[src/rtl/axi_rd_master.sv]
// axi_rd_master: single-burst AXI4 read initiator with RLAST/RRESP checking
module axi_rd_master #(
  parameter int ADDR_WIDTH = 26,
  parameter int DATA_WIDTH = 32
) (
  input  logic                  clk,
  input  logic                  rst,
  input  logic                  init_end,
  input  logic                  rd_trig,
  input  logic [7:0]            rd_len,
  input  logic [ADDR_WIDTH-1:0] rd_addr,
  output logic                  rd_ready,
  output logic [DATA_WIDTH-1:0] rd_data,
  output logic                  rd_data_valid,
  input  logic                  rd_data_ready,
  output logic                  rd_done,
  output logic [2:0]            rd_err,
  output logic                  axi_arvalid,
  input  logic                  axi_arready,
  output logic [ADDR_WIDTH-1:0] axi_araddr,
  output logic [7:0]            axi_arlen,
  input  logic                  axi_rvalid,
  output logic                  axi_rready,
  input  logic [DATA_WIDTH-1:0] axi_rdata,
  input  logic                  axi_rlast,
  input  logic [1:0]            axi_rresp
);
  typedef enum logic [2:0] {IDLE, AR, R, DRAIN, DONE} state_t;
  state_t                state_q, state_d;
  logic [7:0]            cnt_q, cnt_d;
  logic                  arvalid_q, arvalid_d;
  logic [ADDR_WIDTH-1:0] araddr_q, araddr_d;
  logic [7:0]            arlen_q, arlen_d;
  logic [2:0]            err_q, err_d;
  logic                  beat;
  assign rd_ready      = (state_q == IDLE) && init_end;
  assign rd_done       = (state_q == DONE);
  assign rd_err        = err_q;
  assign rd_data       = axi_rdata;
  assign rd_data_valid = (state_q == R) && axi_rvalid;
  assign axi_rready    = (state_q == R) ? rd_data_ready : (state_q == DRAIN);
  assign axi_arvalid   = arvalid_q;
  assign axi_araddr    = araddr_q;
  assign axi_arlen     = arlen_q;
  assign beat          = axi_rvalid && axi_rready;
  // State and AR/status registers; reset abandons any burst in flight
  always_ff @(posedge clk) begin
    if (rst) begin
      state_q   <= IDLE;
      cnt_q     <= '0;
      arvalid_q <= 1'b0;
      araddr_q  <= '0;
      arlen_q   <= '0;
      err_q     <= '0;
    end else begin
      state_q   <= state_d;
      cnt_q     <= cnt_d;
      arvalid_q <= arvalid_d;
      araddr_q  <= araddr_d;
      arlen_q   <= arlen_d;
      err_q     <= err_d;
    end
  end
  // Burst sequencing: count beats down to 0 and classify RLAST/RRESP anomalies
  always_comb begin
    state_d   = state_q;
    cnt_d     = cnt_q;
    arvalid_d = arvalid_q;
    araddr_d  = araddr_q;
    arlen_d   = arlen_q;
    err_d     = err_q;
    case (state_q)
      IDLE: if (rd_trig && init_end) begin
        araddr_d  = rd_addr;
        arlen_d   = rd_len;
        arvalid_d = 1'b1;
        cnt_d     = rd_len;
        err_d     = '0;
        state_d   = AR;
      end
      AR: if (arvalid_q && axi_arready) begin
        arvalid_d = 1'b0;
        state_d   = R;
      end
      R: if (beat) begin
        err_d[0] = err_q[0] | (axi_rresp != 2'b00);
        if (axi_rlast && cnt_q != 8'd0) begin
          err_d[1] = 1'b1;
          state_d  = DONE;
        end else if (cnt_q == 8'd0) begin
          err_d[2] = err_q[2] | ~axi_rlast;
          state_d  = axi_rlast ? DONE : DRAIN;
        end else begin
          cnt_d = cnt_q - 8'd1;
        end
      end
      DRAIN: if (beat) begin
        err_d[0] = err_q[0] | (axi_rresp != 2'b00);
        state_d  = axi_rlast ? DONE : DRAIN;
      end
      DONE: state_d = IDLE;
      default: state_d = IDLE;
    endcase
  end
endmodule

[config.mk]
export PLATFORM = sky130hd
export DESIGN_NAME = axi_rd_master
export DESIGN_NICKNAME = d
export VERILOG_FILES = /design/src/rtl/axi_rd_master.sv
export SDC_FILE = /design/constraint.sdc
export NUM_CORES = 1
export LEC_CHECK = 0
export ABC_AREA = 0
export CELL_PAD_IN_SITES_DETAIL_PLACEMENT = 0
export CELL_PAD_IN_SITES_GLOBAL_PLACEMENT = 1
export CORE_ASPECT_RATIO = 0.7
export CORE_UTILIZATION = 26
export CTS_CLUSTER_DIAMETER = 40
export CTS_CLUSTER_SIZE = 24
export DETAILED_ROUTE_END_ITERATION = 12
export GPL_ROUTABILITY_DRIVEN = 0
export PLACE_DENSITY = 0.81
export SLEW_MARGIN = 20
export SYNTH_ARGS = -nofsm -noshare
export SYNTH_HDL_FRONTEND = slang
export SYNTH_SLANG_ARGS = --single-unit
export TNS_END_PERCENT = 1
[constraint.sdc]
create_clock -name clk -period 2.9 [get_ports clk]
set_input_delay 0.58 -clock clk [delete_from_list [all_inputs] [get_ports clk]]
set_output_delay 0.58 -clock clk [all_outputs]
set_load 0.02 [all_outputs]
; ---- Word-level counts from Yosys, hierarchy flattened
; Cells that the tools add are included.
[classes]
muxes = 25
n_reduce_logical = 20
mul = 0
add_sub_neg = 1
bitwise_logic = 3
n_shift = 0
div_mod_pow = 0
n_eq_ne = 13
magnitude_cmp = 0
[ops]
columns = cell, count
row1 = two-way mux 8 bit, 4
row2 = two-way mux 3 bit, 9
row3 = one-hot mux 8 bit (2 select lines), 1
row4 = AND reduction 5 bit, 3
row5 = one-hot mux 3 bit (4 select lines), 1
row6 = "!= test 2 bit, second input constant", 5
row7 = zero test 8 bit, 1
row8 = AND reduction 4 bit, 2
row9 = nonzero test 8 bit, 1
row10 = "subtractor 8 x 1 -> 8 bit, second input constant", 1
row11 = two-way mux 1 bit, 7
row12 = "equality test 3 x 2 -> 1 bit, second input constant", 2
row13 = logical AND 1 bit, 6
row14 = "!= test 2 x 1 -> 1 bit, second input constant", 3
row15 = nonzero test 2 bit, 3
row16 = one-hot mux 2 bit (2 select lines), 1
row17 = "equality test 3 x 1 -> 1 bit, second input constant", 1
row18 = "equality test 3 bit, second input constant", 1
row19 = zero test 3 bit, 1
row20 = "!= test 3 x 1 -> 1 bit, second input constant", 1
row21 = one-hot mux 1 bit (3 select lines), 1
row22 = AND reduction 3 bit, 1
row23 = nonzero test 3 bit, 1
row24 = OR 1 bit, 2
row25 = other kinds (3), 3
[totals]
rom_bits = 0
output_inout_bits = 74
latchBits = 0
mem_bits_rw = 0
memories = 0
elab_cells = 70
reg_bits = 49

; ---- Longest topological paths before layout
[depth]
depth_word = 6
ltp_mapped = 8
depth_no_buf = 6

; ---- Worst setup path before layout
; OpenSTA, ideal clock, no wires.
[synth_timing]
path_type = register -> register
startpoint = register state_q[1]
endpoint = register cnt_q[5]
stages_incl_launch_ff = 9
required_ns = 2.768
setup_time_ns = 0.132
arrival_time_ns = 1.564
path_slack_ns = 1.204
synth_period_minus_slack_ns = 1.696
cell_sequence = dfxtp_1 > buf_6 > or3b_1 > buf_6 > nor3_4 > a21oi_2 > buf_6 > o21ai_0 > a21oi_1
[synth_between]
elab_chain_cells = 5
elab_cells_between_ends = 12
[synth_rtl]
columns = element, line
row1 = start: declaration, 29  ; state_t state_q, state_d;
row2 = start signal: assignment, 56  ; state_q <= state_d;
row3 = equality test 3 x 2 -> 1 bit (on tied branches), "41, 72"
row4 = two-way mux 1 bit, 41  ; assign axi_rready = (state_q == R) ? rd_data_ready : (state_q == DRAIN);
row5 = logical AND 1 bit, 45  ; assign beat = axi_rvalid && axi_rready;
row6 = != test 2 bit (no source line), -
row7 = AND reduction 5 bit (no source line), -
row8 = end signal: assignment, 57  ; cnt_q <= cnt_d;
row9 = end: declaration, 30  ; logic [7:0] cnt_q, cnt_d;
; Parallel ways exist; a longest one is shown, timed or not.
; A chain may end at the register's enable or synchronous reset.

; ---- Worst setup path after layout
[layout_timing]
startpoint = register state_q[0]
endpoint = output port rd_ready
[layout_between]
elab_chain_cells = 2
[layout_rtl]
columns = element, line
row1 = zero test 3 bit, 36  ; assign rd_ready = (state_q == IDLE) && init_end;
row2 = logical AND 1 bit, 36
row3 = end: declaration, 12  ; output logic rd_ready,
; Every way passes these cells.

==> flow_summary.json <==
{
  "pwr-share-comb": 0.372,
  "seq_area_um2": 981,
  "drtIter0Drc": 81,
  "fin_crit_ns": 2.51,
  "ys_top_cells_by_count": "nand2_1 (80), a21oi_1 (50), dfxtp_1 (49), buf_4 (32), nor2_1 (12)",
  "min_path_type": "reg2reg",
  "grt_overflow": 0,
  "critPathRequiredTime_ns": 2.32,
  "hold_viol": 0,
  "gr-max-usage-layer": "met2",
  "fmax_ghz": 0.399,
  "r2r_slack_ns": 0.67,
  "ys_types": 37,
  "routed_wl_um": 5780,
  "first_pass_iters": 4,
  "cts.reportedPaths.clkPinSlew_ns": 0.06,
  "p_leak_uw": 0.00109,
  "fillers": 908,
  "fp.dieH_um": 81.0,
  "maxSlewViolCount": 0,
  "die-area_um2": 9300,
  "ys.flop_type": "dfxtp_1",
  "clock_latency_ns": 0.28,
  "rsz0062_at_grt": "false",
  "grt_max_degree": 50,
  "nets": 424,
  "power.density_nw_per_um2": 744,
  "placedCellCount": 459,
  "reg2reg_depth": 5,
  "drive_above_1_share": 0.0519,
  "skew_ns": 0.00403,
  "met1_usage": 0.168,
  "synthesis.nets": 378,
  "tns_ns": 0,
  "cap_violations": 0,
  "netlist.top_cell.by_area": "dfxtp_1",
  "post_drt_wl_per_cell_um": 12.4,
  "postCtsSetupBuffers": 0,
  "antenna_left": 0,
  "synth-edff-count": 0,
  "p_total_uw": 2350,
  "io_pins": 150,
  "syn_area_um2": 2320,
  "cts-hold-fix-buffers": 0,
  "holdPathStages": 2,
  "via_count": 2087,
  "layout.cells.non_filler": 467,
  "core_um2": 8550,
  "chipWidth_um": 115,
  "clk_path_buf_depth": 2,
  "worst_pin_slew_ns": 0.937,
  "min_from": "axi_araddr[15]",
  "worstPathArrival_ns": 1.93,
  "synthCells": 300,
  "cts_buffers": 5,
  "synth_top_area_frac": 0.423,
  "yosys_warnings": 0,
  "synth_most_common_cell": "nand2_1",
  "htree_num_levels": 2,
  "antenna_found_initial": 0,
  "setup_violations": 0,
  "multi_input_area_um2": 990,
  "r2r_end": "cnt_q[1]",
  "synth_area_leaders": "dfxtp_1 (42%), nand2_1 (13%), a21oi_1 (11%), buf_4 (10%), nor3_1 (2.2%)",
  "ys_async_sr_fraction": 0,
  "area_growth_pct": 36.4,
  "first_global_vias": 1999,
  "ir_drop_mv": 0.230,
  "cp_max_fo": 11,
  "portBuffers": 85,
  "met2_usage": 0.193,
  "slew_headroom": 0.375,
  "whs_endpoint": "axi_araddr[15]",
  "start_util": 0.271,
  "switchingPower_uw": 835,
  "viasPerCell": 4.47,
  "drt_drc_violations_left": 0,
  "cts_resized": 0,
  "p_int_uw": 1520,
  "clock-sinks": 49,
  "cts_root_buf": "clkbuf_16",
  "start_kind": "flip-flop",
  "r2r_start": "state_q[1]",
  "track_usage": 0.131,
  "antenna_cells": 0,
  "ys_seq_elements": 49,
  "avgSynthCellArea_um2": 7.72,
  "cts_tree": "done",
  "p_clk_frac": 0.259,
  "status": "finished, final reports clean",
  "finalCritPeriodShare": 0.865,
  "dpl.hpwl_um": 3930,
  "p_seq_frac": 0.368,
  "ys_seq_area_frac": 0.423,
  "end_kind": "output pin",
  "grt_first_pass_wirelength_um": 9510,
  "use_met3": 0.0552,
  "switching_share": 0.355,
  "path_class": "reg2out",
  "fp-row-count": 28
}
## cell families after synthesis
group / count (synthesis) / share of synthesized area
DFF: 49 / 0.423
buffers and inverters: 53 / 0.150
and+or+nand+nor: 123 / 0.235
AOI/OAI and AO/OA: 73 / 0.181
adders and majority gates: 2 / 0.0108
## worst max path at each step
| stage | slack, ns | from | to | cells after the start |
|---|---|---|---|---|
| after global placement | 0.48 | init_end | rd_ready | 3 |
| final | 0.39 | state_q[0] | rd_ready | 3 |
| after CTS | 0.39 | state_q[1] | rd_data_valid | 4 |
| after detailed placement | 0.45 | rd_data_ready | axi_rready | 4 |
| after floorplan | 1.20 | state_q[1] | cnt_q[5] | 8 |
| after global routing | 0.28 | state_q[0] | rd_ready | 3 |
## state kept, by name, indices dropped and copies added (netlist names)
register and flops:
axi_arlen 8, axi_arvalid 1, rd_err 3, state_q 3, cnt_q 8, axi_araddr 26
## routing by layer
metal | part of all wire | vias up
li1 | - | 1064
met1 | 0.48 | 951
met2 | 0.42 | 65
met3 | 0.082 | 7
met4 | 0.015 | 0
met5 | 0 | -
## power by group through the flow
stage | clock network, uW | logic [uW] | registers, uW
2_1_floorplan | 0 | 590 | 921
3_3_place_gp | 0 | 871 | 878
3_5_place_dp | 0 | 875 | 880
4_1_cts | 635 | 879 | 866
5_1_grt | 663 | 969 | 882
6_report | 610 | 875 | 866
## cells in the final DEF, fill, tap and decap left out, drive strengths merged, types with 3 or more instances in the layout
| cell | count |
|---|---|
| dfxtp | 49 |
| nor3 | 11 |
| a21o | 4 |
| a21oi | 52 |
| clkbuf | 7 |
| nand2 | 80 |
| nand3 | 8 |
| a31oi | 3 |
| clkdlybuf4s50 | 84 |
| o21ai | 6 |
| buf | 4 |
| nor2 | 12 |
| inv | 4 |
## through the flow
stage / hold slack [ns] / util / instance area, um2 / setup slack [ns]
2_1_floorplan: 0.464 / - / 2320 / 1.20
3_3_place_gp: 0.441 / 0.351 / 3000 / 0.483
3_5_place_dp: 0.450 / 0.351 / 3000 / 0.454
4_1_cts: 0.459 / 0.370 / 3160 / 0.385
5_1_grt: 0.475 / 0.370 / 3160 / 0.282
6_report: 0.457 / 0.370 / 3160 / 0.392
## worst max-delay path: stages, from the launching register on
cell and delay [ns]:
dfxtp_1 0.43, nor3_1 0.42, and2_1 0.19, clkdlybuf4s50_1 0.60
## layout make-up
class                           instances  share of cell area
Multi-Input combinational cell        198               0.313
Sequential cell                        49               0.310
Timing Repair Buffer                   88               0.275
Clock buffer                            7              0.0483
Tap cell                              120              0.0475
Inverter                                4             0.00475
Clock inverter                          1             0.00158
Power figures use the tool's default switching activity.
